$ cat config.mk
export PLATFORM = sky130hd
export DESIGN_NAME = router_input_unit_flat
export DESIGN_NICKNAME = d
export VERILOG_FILES = /design/src/rtl/router_pkg.sv /design/src/rtl/router_input_unit_if.sv /design/src/rtl/router_vc_fifo.sv /design/src/rtl/router_input_unit.sv /design/src/flat_wrapper.sv
export SDC_FILE = /design/constraint.sdc
export NUM_CORES = 1
export LEC_CHECK = 0
export ABC_AREA = 1
export BUFFER_PORTS_ARGS = -buffer_cell sky130_fd_sc_hd__buf_2
export CORE_MARGIN = 1
export CORE_UTILIZATION = 51
export DETAILED_ROUTE_END_ITERATION = 12
export PLACE_DENSITY = 0.73
export REMOVE_ABC_BUFFERS = 1
export SLEW_MARGIN = 10
export SYNTH_ARGS = -nofsm -noshare
export SYNTH_HDL_FRONTEND = slang
export SYNTH_SLANG_ARGS = --single-unit
$ cat constraint.sdc
create_clock -name clk -period 3.9 [get_ports clk]
set_input_delay 0 -clock clk [delete_from_list [all_inputs] [get_ports clk]]
set_output_delay 0 -clock clk [all_outputs]
set_load 0.1 [all_outputs]
$ cat src/rtl/router_pkg.sv
// Shared mesh-router definitions: flit types, port indices, field offsets and XY routing.
package router_pkg;

  localparam int unsigned NUM_PORT    = 5;
  localparam int unsigned PORT_LOCAL  = 0;
  localparam int unsigned PORT_N      = 1;
  localparam int unsigned PORT_E      = 2;
  localparam int unsigned PORT_S      = 3;
  localparam int unsigned PORT_W      = 4;

  localparam int unsigned TYPE_W      = 2;
  localparam int unsigned DEST_X_LSB  = 0;
  localparam int unsigned COORD_W_MAX = 16;

  typedef enum logic [1:0] {
    FLIT_BODY   = 2'b00,
    FLIT_HEAD   = 2'b01,
    FLIT_TAIL   = 2'b10,
    FLIT_SINGLE = 2'b11
  } flit_type_e;

  // Dimension-order route: resolve X first, then Y, else eject locally.
  function automatic logic [NUM_PORT-1:0] xy_route(
    input logic [COORD_W_MAX-1:0] dst_x,
    input logic [COORD_W_MAX-1:0] my_x,
    input logic [COORD_W_MAX-1:0] dst_y,
    input logic [COORD_W_MAX-1:0] my_y
  );
    logic [NUM_PORT-1:0] r;
    if (dst_x > my_x)      r = NUM_PORT'(1) << PORT_E;
    else if (dst_x < my_x) r = NUM_PORT'(1) << PORT_W;
    else if (dst_y > my_y) r = NUM_PORT'(1) << PORT_S;
    else if (dst_y < my_y) r = NUM_PORT'(1) << PORT_N;
    else                   r = NUM_PORT'(1) << PORT_LOCAL;
    return r;
  endfunction

endpackage

$ cat src/rtl/router_input_unit_if.sv
// Upstream link + switch-allocator handshake bundle for one router input port.
interface router_input_unit_if #(
  parameter int unsigned DATA_W   = 35,
  parameter int unsigned NUM_VC   = 2,
  parameter int unsigned XW       = 2,
  parameter int unsigned YW       = 2,
  parameter int unsigned NUM_PORT = 5
);
  localparam int unsigned VCW = (NUM_VC > 1) ? $clog2(NUM_VC) : 1;

  logic [DATA_W-1:0]          IDATA;
  logic                       IVALID;
  logic [VCW-1:0]             IVCH;
  logic [NUM_VC-1:0]          OACK;
  logic [NUM_VC-1:0]          ORDY;
  logic [NUM_VC-1:0]          OLCK;
  logic [XW-1:0]              MY_XPOS;
  logic [YW-1:0]              MY_YPOS;
  logic [NUM_VC*DATA_W-1:0]   SW_DATA;
  logic [NUM_VC-1:0]          SW_VALID;
  logic [NUM_VC*NUM_PORT-1:0] SW_PORT;
  logic [NUM_VC-1:0]          SW_GNT;
  logic                       ERR;

  modport master (
    output IDATA, IVALID, IVCH, MY_XPOS, MY_YPOS, SW_GNT,
    input  OACK, ORDY, OLCK, SW_DATA, SW_VALID, SW_PORT, ERR
  );

  modport slave (
    input  IDATA, IVALID, IVCH, MY_XPOS, MY_YPOS, SW_GNT,
    output OACK, ORDY, OLCK, SW_DATA, SW_VALID, SW_PORT, ERR
  );
endinterface

$ cat src/rtl/router_vc_fifo.sv
// Single-VC circular flit buffer with occupancy count and registered ready.
module router_vc_fifo #(
  parameter int unsigned DATA_W = 35,
  parameter int unsigned DEPTH  = 4
) (
  input  logic              clk,
  input  logic              rst_i,
  input  logic              wr_en_i,
  input  logic [DATA_W-1:0] wr_data_i,
  input  logic              rd_en_i,
  output logic [DATA_W-1:0] rd_data_o,
  output logic              empty_o,
  output logic              rdy_o
);
  localparam int unsigned PTR_W = $clog2(DEPTH);
  localparam int unsigned CNT_W = PTR_W + 1;

  logic [DATA_W-1:0] mem_q [DEPTH];
  logic [PTR_W-1:0]  wr_ptr_q, wr_ptr_d, rd_ptr_q, rd_ptr_d;
  logic [CNT_W-1:0]  count_q, count_d;
  logic              rdy_q, rdy_d;

  always_comb begin
    wr_ptr_d = wr_ptr_q;
    rd_ptr_d = rd_ptr_q;
    if (wr_en_i) wr_ptr_d = wr_ptr_q + PTR_W'(1);
    if (rd_en_i) rd_ptr_d = rd_ptr_q + PTR_W'(1);
    count_d = count_q + CNT_W'(wr_en_i) - CNT_W'(rd_en_i);
    rdy_d   = (count_d < CNT_W'(DEPTH));
  end

  always_ff @(posedge clk) begin
    if (rst_i) begin
      wr_ptr_q <= '0;
      rd_ptr_q <= '0;
      count_q  <= '0;
      rdy_q    <= 1'b1;
    end else begin
      wr_ptr_q <= wr_ptr_d;
      rd_ptr_q <= rd_ptr_d;
      count_q  <= count_d;
      rdy_q    <= rdy_d;
    end
  end

  // Storage carries no reset; validity is tracked by the count.
  always_ff @(posedge clk) begin
    if (wr_en_i) mem_q[wr_ptr_q] <= wr_data_i;
  end

  assign rd_data_o = mem_q[rd_ptr_q];
  assign empty_o   = (count_q == '0);
  assign rdy_o     = rdy_q;

endmodule

$ cat src/rtl/router_input_unit.sv
// Mesh NoC router input port: per-VC FIFOs, upstream handshakes, XY route request.
// Optional per-VC enqueue counters when RTR_INPUT_PERF_CNT_EN is defined.
module router_input_unit #(
  parameter int unsigned DATA_W   = 35,
  parameter int unsigned NUM_VC   = 2,
  parameter int unsigned DEPTH    = 4,
  parameter int unsigned XW       = 2,
  parameter int unsigned YW       = 2,
  parameter int unsigned NUM_PORT = 5
) (
  input  logic                   clk,
  input  logic                   RST,
`ifdef RTR_INPUT_PERF_CNT_EN
  input  logic                   PERF_CLR,
  output logic [NUM_VC*16-1:0]   PERF_FLITS,
`endif
  router_input_unit_if.slave     bus
);
  import router_pkg::*;

  logic [NUM_VC-1:0]          wr_en_c, rd_en_c, empty_c, rdy_c;
  logic [DATA_W-1:0]          head_c   [NUM_VC];
  logic [NUM_PORT-1:0]        hroute_c [NUM_VC];
  logic [NUM_PORT-1:0]        route_q  [NUM_VC];
  logic [NUM_PORT-1:0]        route_d  [NUM_VC];
  logic [NUM_VC-1:0]          ack_q, ack_d, lck_q, lck_d;
  logic                       err_q, err_d;
  logic [TYPE_W-1:0]          in_type_c;
  logic [NUM_VC*DATA_W-1:0]   sw_data_c;
  logic [NUM_VC*NUM_PORT-1:0] sw_port_c;

  for (genvar g = 0; g < NUM_VC; g++) begin : g_vc
    router_vc_fifo #(.DATA_W(DATA_W), .DEPTH(DEPTH)) u_fifo (
      .clk       (clk),
      .rst_i     (RST),
      .wr_en_i   (wr_en_c[g]),
      .wr_data_i (bus.IDATA),
      .rd_en_i   (rd_en_c[g]),
      .rd_data_o (head_c[g]),
      .empty_o   (empty_c[g]),
      .rdy_o     (rdy_c[g])
    );
  end

  // Enqueue/dequeue decode, lock tracking and error detection.
  always_comb begin
    wr_en_c   = '0;
    rd_en_c   = '0;
    lck_d     = lck_q;
    err_d     = err_q;
    in_type_c = bus.IDATA[DATA_W-1 -: TYPE_W];
    for (int unsigned v = 0; v < NUM_VC; v++) begin
      wr_en_c[v] = bus.IVALID && (32'(bus.IVCH) == v) && rdy_c[v];
      rd_en_c[v] = bus.SW_GNT[v] && !empty_c[v];
      if (bus.SW_GNT[v] && empty_c[v]) err_d = 1'b1;
      if (wr_en_c[v]) begin
        if ((in_type_c == FLIT_HEAD) || (in_type_c == FLIT_SINGLE)) begin
          if (lck_q[v]) err_d = 1'b1;
        end else if (!lck_q[v]) begin
          err_d = 1'b1;
        end
        if (in_type_c == FLIT_HEAD) lck_d[v] = 1'b1;
        if (in_type_c == FLIT_TAIL) lck_d[v] = 1'b0;
      end
    end
    if (bus.IVALID && (wr_en_c == '0)) err_d = 1'b1;
    ack_d = wr_en_c;
  end

  // Head flits route live; body/tail reuse the route latched when their head left.
  always_comb begin
    sw_data_c = '0;
    sw_port_c = '0;
    for (int unsigned v = 0; v < NUM_VC; v++) begin
      hroute_c[v] = NUM_PORT'(xy_route(
        COORD_W_MAX'(head_c[v][DEST_X_LSB +: XW]), COORD_W_MAX'(bus.MY_XPOS),
        COORD_W_MAX'(head_c[v][DEST_X_LSB+XW +: YW]), COORD_W_MAX'(bus.MY_YPOS)));
      route_d[v] = route_q[v];
      sw_data_c[v*DATA_W +: DATA_W] = head_c[v];
      if ((head_c[v][DATA_W-1 -: TYPE_W] == FLIT_HEAD) ||
          (head_c[v][DATA_W-1 -: TYPE_W] == FLIT_SINGLE)) begin
        sw_port_c[v*NUM_PORT +: NUM_PORT] = hroute_c[v];
      end else begin
        sw_port_c[v*NUM_PORT +: NUM_PORT] = route_q[v];
      end
      if (rd_en_c[v] && (head_c[v][DATA_W-1 -: TYPE_W] == FLIT_HEAD)) route_d[v] = hroute_c[v];
    end
  end

  always_ff @(posedge clk) begin
    if (RST) begin
      ack_q <= '0;
      lck_q <= '0;
      err_q <= 1'b0;
      for (int unsigned v = 0; v < NUM_VC; v++) route_q[v] <= '0;
    end else begin
      ack_q <= ack_d;
      lck_q <= lck_d;
      err_q <= err_d;
      for (int unsigned v = 0; v < NUM_VC; v++) route_q[v] <= route_d[v];
    end
  end

  assign bus.OACK     = ack_q;
  assign bus.ORDY     = rdy_c;
  assign bus.OLCK     = lck_q;
  assign bus.ERR      = err_q;
  assign bus.SW_VALID = ~empty_c;
  assign bus.SW_DATA  = sw_data_c;
  assign bus.SW_PORT  = sw_port_c;

`ifdef RTR_INPUT_PERF_CNT_EN
  logic [15:0] perf_q [NUM_VC];
  logic [15:0] perf_d [NUM_VC];

  // Clear wins over a same-cycle enqueue; counters saturate at all-ones.
  always_comb begin
    PERF_FLITS = '0;
    for (int unsigned v = 0; v < NUM_VC; v++) begin
      perf_d[v] = perf_q[v];
      if (PERF_CLR)                                perf_d[v] = '0;
      else if (wr_en_c[v] && (perf_q[v] != 16'hFFFF)) perf_d[v] = perf_q[v] + 16'd1;
      PERF_FLITS[v*16 +: 16] = perf_q[v];
    end
  end

  always_ff @(posedge clk) begin
    if (RST) begin
      for (int unsigned v = 0; v < NUM_VC; v++) perf_q[v] <= '0;
    end else begin
      for (int unsigned v = 0; v < NUM_VC; v++) perf_q[v] <= perf_d[v];
    end
  end
`endif

endmodule

$ cat src/flat_wrapper.sv
// flat-port wrapper written by rule: the top's interface ports become plain ports
module router_input_unit_flat import router_pkg::*;
#(
  parameter int unsigned DATA_W   = 35,
  parameter int unsigned NUM_VC   = 2,
  parameter int unsigned DEPTH    = 4,
  parameter int unsigned XW       = 2,
  parameter int unsigned YW       = 2,
  parameter int unsigned NUM_PORT = 5
)
  (clk, RST, bus_IDATA, bus_IVALID, bus_IVCH, bus_MY_XPOS, bus_MY_YPOS, bus_SW_GNT, bus_OACK, bus_ORDY, bus_OLCK, bus_SW_DATA, bus_SW_VALID, bus_SW_PORT, bus_ERR);
  router_input_unit_if #(.DATA_W(DATA_W), .NUM_VC(NUM_VC), .XW(XW), .YW(YW), .NUM_PORT(NUM_PORT)) bus_i ();
  input  logic clk;
  input  logic RST;
  input wire logic [$bits(bus_i.IDATA)-1:0] bus_IDATA;
  input wire logic [$bits(bus_i.IVALID)-1:0] bus_IVALID;
  input wire logic [$bits(bus_i.IVCH)-1:0] bus_IVCH;
  input wire logic [$bits(bus_i.MY_XPOS)-1:0] bus_MY_XPOS;
  input wire logic [$bits(bus_i.MY_YPOS)-1:0] bus_MY_YPOS;
  input wire logic [$bits(bus_i.SW_GNT)-1:0] bus_SW_GNT;
  output wire logic [$bits(bus_i.OACK)-1:0] bus_OACK;
  output wire logic [$bits(bus_i.ORDY)-1:0] bus_ORDY;
  output wire logic [$bits(bus_i.OLCK)-1:0] bus_OLCK;
  output wire logic [$bits(bus_i.SW_DATA)-1:0] bus_SW_DATA;
  output wire logic [$bits(bus_i.SW_VALID)-1:0] bus_SW_VALID;
  output wire logic [$bits(bus_i.SW_PORT)-1:0] bus_SW_PORT;
  output wire logic [$bits(bus_i.ERR)-1:0] bus_ERR;
  assign bus_i.IDATA = bus_IDATA;
  assign bus_i.IVALID = bus_IVALID;
  assign bus_i.IVCH = bus_IVCH;
  assign bus_i.MY_XPOS = bus_MY_XPOS;
  assign bus_i.MY_YPOS = bus_MY_YPOS;
  assign bus_i.SW_GNT = bus_SW_GNT;
  assign bus_OACK = bus_i.OACK;
  assign bus_ORDY = bus_i.ORDY;
  assign bus_OLCK = bus_i.OLCK;
  assign bus_SW_DATA = bus_i.SW_DATA;
  assign bus_SW_VALID = bus_i.SW_VALID;
  assign bus_SW_PORT = bus_i.SW_PORT;
  assign bus_ERR = bus_i.ERR;
  router_input_unit #(.DATA_W(DATA_W), .NUM_VC(NUM_VC), .DEPTH(DEPTH), .XW(XW), .YW(YW), .NUM_PORT(NUM_PORT)) u_core (.clk(clk), .RST(RST), .bus(bus_i));
endmodule
======== Word-level counts from Yosys, hierarchy flattened ========
Memory sizes are Yosys's and may differ from the RTL's. A register that Yosys moved wholly into a read port is not among the register bits.
Index checks and enable logic that the tools add are counted.
storage, ports and cells
  register bits ........................... 21
  bits in writable memories ............... 290
  input bits .............................. 45
  output and inout port bits .............. 89
  word-level logic and storage cells ...... 104
  memories kept ........................... 3
memory list
  memory                       depth  bits a word  read ports  clocked after memory_dff  wr ports  RTL line                 source
  u_core.g_vc[0].u_fifo.mem_q  4      35           1           1                         1         router_vc_fifo.sv:18     logic [DATA_W-1:0] mem_q [DEPTH];
  u_core.g_vc[1].u_fifo.mem_q  4      35           1           1                         1         router_vc_fifo.sv:18
  u_core.route_q               2      5            2           0                         2         router_input_unit.sv:24  logic [NUM_PORT-1:0] route_q [NUM_VC];
operators by class
  $add $sub $neg .......................... 8
  order comparisons ....................... 10
  equal/unequal tests ..................... 7
  muxes and demuxes ....................... 38
  bitwise operators ....................... 4
  reductions and logical operators ........ 22
operators by type and width
  cell                                                                    count
  5-bit 2-to-1 mux                                                        12
  1-bit 2-to-1 mux                                                        20
  2-bit 2-to-1 mux                                                        6
  1-bit logical AND                                                       11
  2-bit by 1-bit adder with 2-bit output (second input constant)          4
  2-bit equality test (second input constant)                             4
  2-bit greater-than comparator                                           4
  2-bit less-than comparator                                              4
  3-bit by 1-bit adder with 3-bit output                                  2
  2-bit by 1-bit equality test with 1-bit output (second input constant)  3
  3-bit zero test                                                         2
  3-bit less-than comparator (second input constant)                      2
  3-bit by 1-bit subtractor with 3-bit output                             2
  2-bit AND reduction                                                     2
  1-bit logical OR                                                        3
  1-bit zero test                                                         2
  2-bit zero test                                                         1
  2-bit inverter                                                          1
  1-bit bitwise OR                                                        2
  2-bit nonzero test                                                      1
  1-bit inverter                                                          1

======== Logic depth before layout (Yosys ltp) ========
  word-level depth ........................ 11
  mapped depth ............................ 16
  gate-level depth less buffers ........... 14

======== Hierarchy ========
A second synthesis with hierarchy kept.
unflattened totals
  cells, all modules ...................... 1111
  area total of the unflattened synthesis .. 13145.1 um^2
modules (own cells, without submodules)
  module             instances  cells each  area an instance (um^2)  seq. area each (um^2)
  router_vc_fifo     2          468         6009.5                   4404.2
  router_input_unit  1          175         1126.1                   300.3

======== Worst setup path after synthesis ========
OpenSTA, ideal clock, no wires.
  kind .................................... reg-to-output
  from .................................... register with a tool-made name
  to ...................................... output bus_SW_PORT[0]
  data arrival time ....................... 5225 ps
  required time ........................... 3900 ps
  setup slack ............................. -1325 ps
  cell stages (with the launch flop) ...... 12
  buffers on the path ..................... 2
  path through ............................ dfxtp_1 buf_6 inv_4 buf_4 nand2_1 a32oi_1 inv_1 ha_1 nand2_1 a21oi_1 nand2_1 o21ai_0
RTL lines
  what           RTL line            source
  end, declared  flat_wrapper.sv:26  output wire logic [$bits(bus_i.SW_PORT)-1:0] bus_SW_PORT;

==> metrics.csv <==
stage,metric,value,unit
placement,half-perimeter wire length after placement,15.9,mm
logic_synthesis,synthesized instance count,1005,
run_status,status,"complete, no violations",
clock_tree,Root Driver,clkbuf_16,
routing,drt wl/cell,18.0,um
placement,GPL Wtd Cong,0.784,
logic_synthesis,top-area cell type share of the netlist area,67.2,%
sta,final hold vios,0,
sta,Final min period,3.42,ns
job,Max-Cap Viols,0,
sta,Least-Margin Pin Slew,1.18,ns
cells_and_area,final cell count without fillers,1516,
clock_tree,Inserted Clock Buffers,31,
global_route,first-pass GRT wire length,41.3,mm
routing,1st-pass router iterations,5,
critical_path,Worst EP required,3.90,ns
global_route,vias in the first global route,7674,
logic_synthesis,number of flops mapped to enable cells by yosys,280,
critical_path,CP Capture Type,output port,
clock_tree,maximum clock insertion buffer count,3,
sta,clk_skew,0.0163,ns
cells_and_area,final instance area,14900,sq um
placement,placed insts,1418,
global_route,antenna violations before repair,0,
clock_tree,clock slew at reported path FFs,0.06,ns
critical_path,crit path cell chain,buf_4 -> nand2_1 -> a32oi_1 -> inv_1 -> ha_1 -> nand2_1 -> nor3_1 -> nand2_1 -> o21ai_0 -> buf_2,
cells_and_area,Synth-to-Final Area Change,19.1,%
sta,Final Setup Violations,0,
logic_synthesis,dominant synthesized flop cell,edfxtp_1,
routing,mean number of vias per cell,5.36,
logic_synthesis,Seq cells post-synth,315,
cells_and_area,register area,9110,sq um
logic_synthesis,Simple-Gate Fraction of Synth Area,9.62,%
routing,post-route antenna net violation count,0,
cells_and_area,final core occ,62.7,%
cells_and_area,share of layout cells above drive strength 1,18.0,%
logic_synthesis,Post-synth ARST share,0,%
logic_synthesis,YS warnings,0,
critical_path,CP Class,flip-flop to output port,
sta,fmax,0.292,GHz
sta,"Slew Viols, Final",0,
logic_synthesis,post-synthesis compound-gate area fraction,10.1,%
power,pwr/cell area,776,nW/um^2
die,Site Rows,56,
power,largest vdd supply drop,0.544,mV
sta,hold_ws,0.0758,ns
logic_synthesis,largest family of logic cells by synthesized area,compound AO/OA/AOI/OAI gates,
cells_and_area,Filler cells,1780,
logic_synthesis,sequential cell area fraction in the yosys report,72.9,%
critical_path,critical path arrival,3.42,ns
routing,final WL,27.3,mm
global_route,maximum number of pins on one net before global-route repair,72,
logic_synthesis,Syn Area/Cell,12.4,sq um
routing,# DRC,0,
logic_synthesis,synthesized-area fraction occupied by adder cells,2.62,%
logic_synthesis,multiplexer share of the synthesized area,0,%
global_route,total gr overflow,0,
routing,Iteration-0 DRC Markers,743,
die,DIE HEIGHT,159,um
critical_path,CP Max Fanout,71,
cells_and_area,area of the multi-input gates,2870,sq um
sta,relative slew slack,21.3,%
logic_synthesis,Synth top cells by count,"edfxtp_1, nor2_1, o21ai_0",
global_route,GR Util All Layers,21.7,%
clock_tree,H-tree Lvls,1,
clock_tree,worst skew pair latency,0.57,ns
hold_path,hold crit path type,primary input to flip-flop,
power,static leakage,5.59,nW
placement,Port-buffer cells,133,
die,Ports,134,
placement,placed inst area,13500,sq um
cells_and_area,post-layout net count,1244,
logic_synthesis,ranking of synthesized cells by area,"edfxtp_1, o21ai_0, dfxtp_1",
critical_path,CP peak stage delay,0.56,ns
logic_synthesis,xor and xnor fraction of the mapped netlist area,0.140,%
critical_path,slowest CP cell,buf_4,
critical_path,R2R setup slack,1.32,ns
die,DIE WIDTH,159,um
logic_synthesis,most common cell in the netlist,edfxtp_1,
cells_and_area,antenna cells,0,
die,Core ar.,23800,sq um
sta,RSZ-0062 raised after global routing,no,
die,DIE AREA,25100,sq um
critical_path,Worst Setup EP,bus_SW_PORT[1],
critical_path,reg2reg path depth,10,
critical_path,CP most frequent cell,nand2_1,
logic_synthesis,cell taking the most area after synthesis,edfxtp_1,
clock_tree,CTS tree,done,
clock_tree,Post-CTS Setup Bufs,0,
sta,Setup Total Neg Slack,0,ns
sta,final cycle utilization of the critical path,87.8,%
routing,vias,8130,
logic_synthesis,distinct cell type count after synthesis,28,
die,Starting Density,52.6,%
critical_path,worst r2r dst,u_core.route_q[0][3],
clock_tree,# clock sinks,315,
critical_path,Worst setup SP type,flip-flop,
logic_synthesis,Synth Cell Area,12500,sq um
## cell usage in the layout (no fill, tap or decap), types with 3 or more instances in the layout
master	n
a32oi_1	4
dfxtp_1	33
buf_2	131
clkbuf_16	31
ha_1	23
o21ai_0	145
nand3_1	18
inv_2	3
dlygate4sd3_1	42
clkbuf_1	4
clkinv_1	10
nand2_1	91
nor2_1	159
inv_1	80
buf_4	12
edfxtp_1	280
bufinv_16	3
nand2_2	6
a21oi_1	22
nor2_4	8
o22ai_1	62
nor3_1	4
clkinv_2	5
## registers in the layout, indices dropped and copies added, names as in the netlist, named ones only
register / flops
u_core.bus.OLCK: 2
u_core.g_vc.u_fifo.mem_q: 280
u_core.g_vc.u_fifo.rdy_o: 2
u_core.bus.OACK: 2
u_core.g_vc.u_fifo.rd_ptr_q: 4
u_core.route_q: 10
u_core.g_vc.u_fifo.wr_ptr_q: 4
u_core.g_vc.u_fifo.count_q: 6
u_core.bus.ERR: 1
## kinds of logic after synthesis
logic type | after synthesis
buf+inv | 136
fa+ha+maj | 25
compound gates | 233
simple gates | 294
flops | 315
xor+xnor | 2
## what timing repair did
action | in CTS | in global routing
gates resized for setup | 0 | 0
hold endpoints to repair | 299 | 0
hold buffers | 42 | 0
## through the flow
stage	setup WS, ns	power (mW)
4_1_cts	0.521	11.6
5_1_grt	0.210	12.0
3_3_place_gp	1.24	8.64
2_1_floorplan	-2.16	7.79
3_5_place_dp	1.11	8.69
6_report	0.476	11.6
## critical path: cells and delay by family, from the launching register on
family	cells	cell delay (ns)
buffers and inverters	3	1.10
and+or+nand+nor	4	0.62
adders and majority gates	1	0.32
DFF	1	0.35
AOI/OAI and AO/OA	2	0.43
## how the worst min path moves through the flow
stage,start,to,slack (ns),cells past startpoint
after floorplan,RST,u_core.bus.ERR,0.07,1
after global placement,bus_IDATA[1],u_core.g_vc[1].u_fifo.mem_q[3][1],0.27,1
after detailed placement,bus_IDATA[22],u_core.g_vc[1].u_fifo.mem_q[3][22],0.28,1
after CTS,bus_MY_XPOS[1],u_core.route_q[0][9],0.06,6
after global routing,bus_MY_XPOS[1],u_core.route_q[0][4],0.12,6
final,bus_MY_XPOS[1],u_core.route_q[0][9],0.08,6
## power breakdown
part           total, mW  internal, mW  switching [mW]  leakage [nW]
Sequential          4.01          3.91           0.105          2.82
Clock               2.89          1.65            1.23         0.483
Combinational       4.65         0.748            3.90          2.29
## layer usage
layer | global-route usage (%) | part of all wire [%] | vias up
li1 | - | - | 3882
met1 | 28.8 | 42 | 3933
met2 | 36.8 | 49 | 265
met3 | 2.94 | 5.6 | 50
met4 | 7.92 | 2.5 | 0
met5 | 0 | 0 | -
## cell type report
class	count	share of cell area [%]
sequential	315	61.2
multi-input combinational	554	19.3
tap	319	2.68
timing repair buffer	187	8.10
clock inverter	21	1.28
inverter	85	2.19
clock buffer	35	5.31
Note: power is estimated with default switching activity, not from simulation.
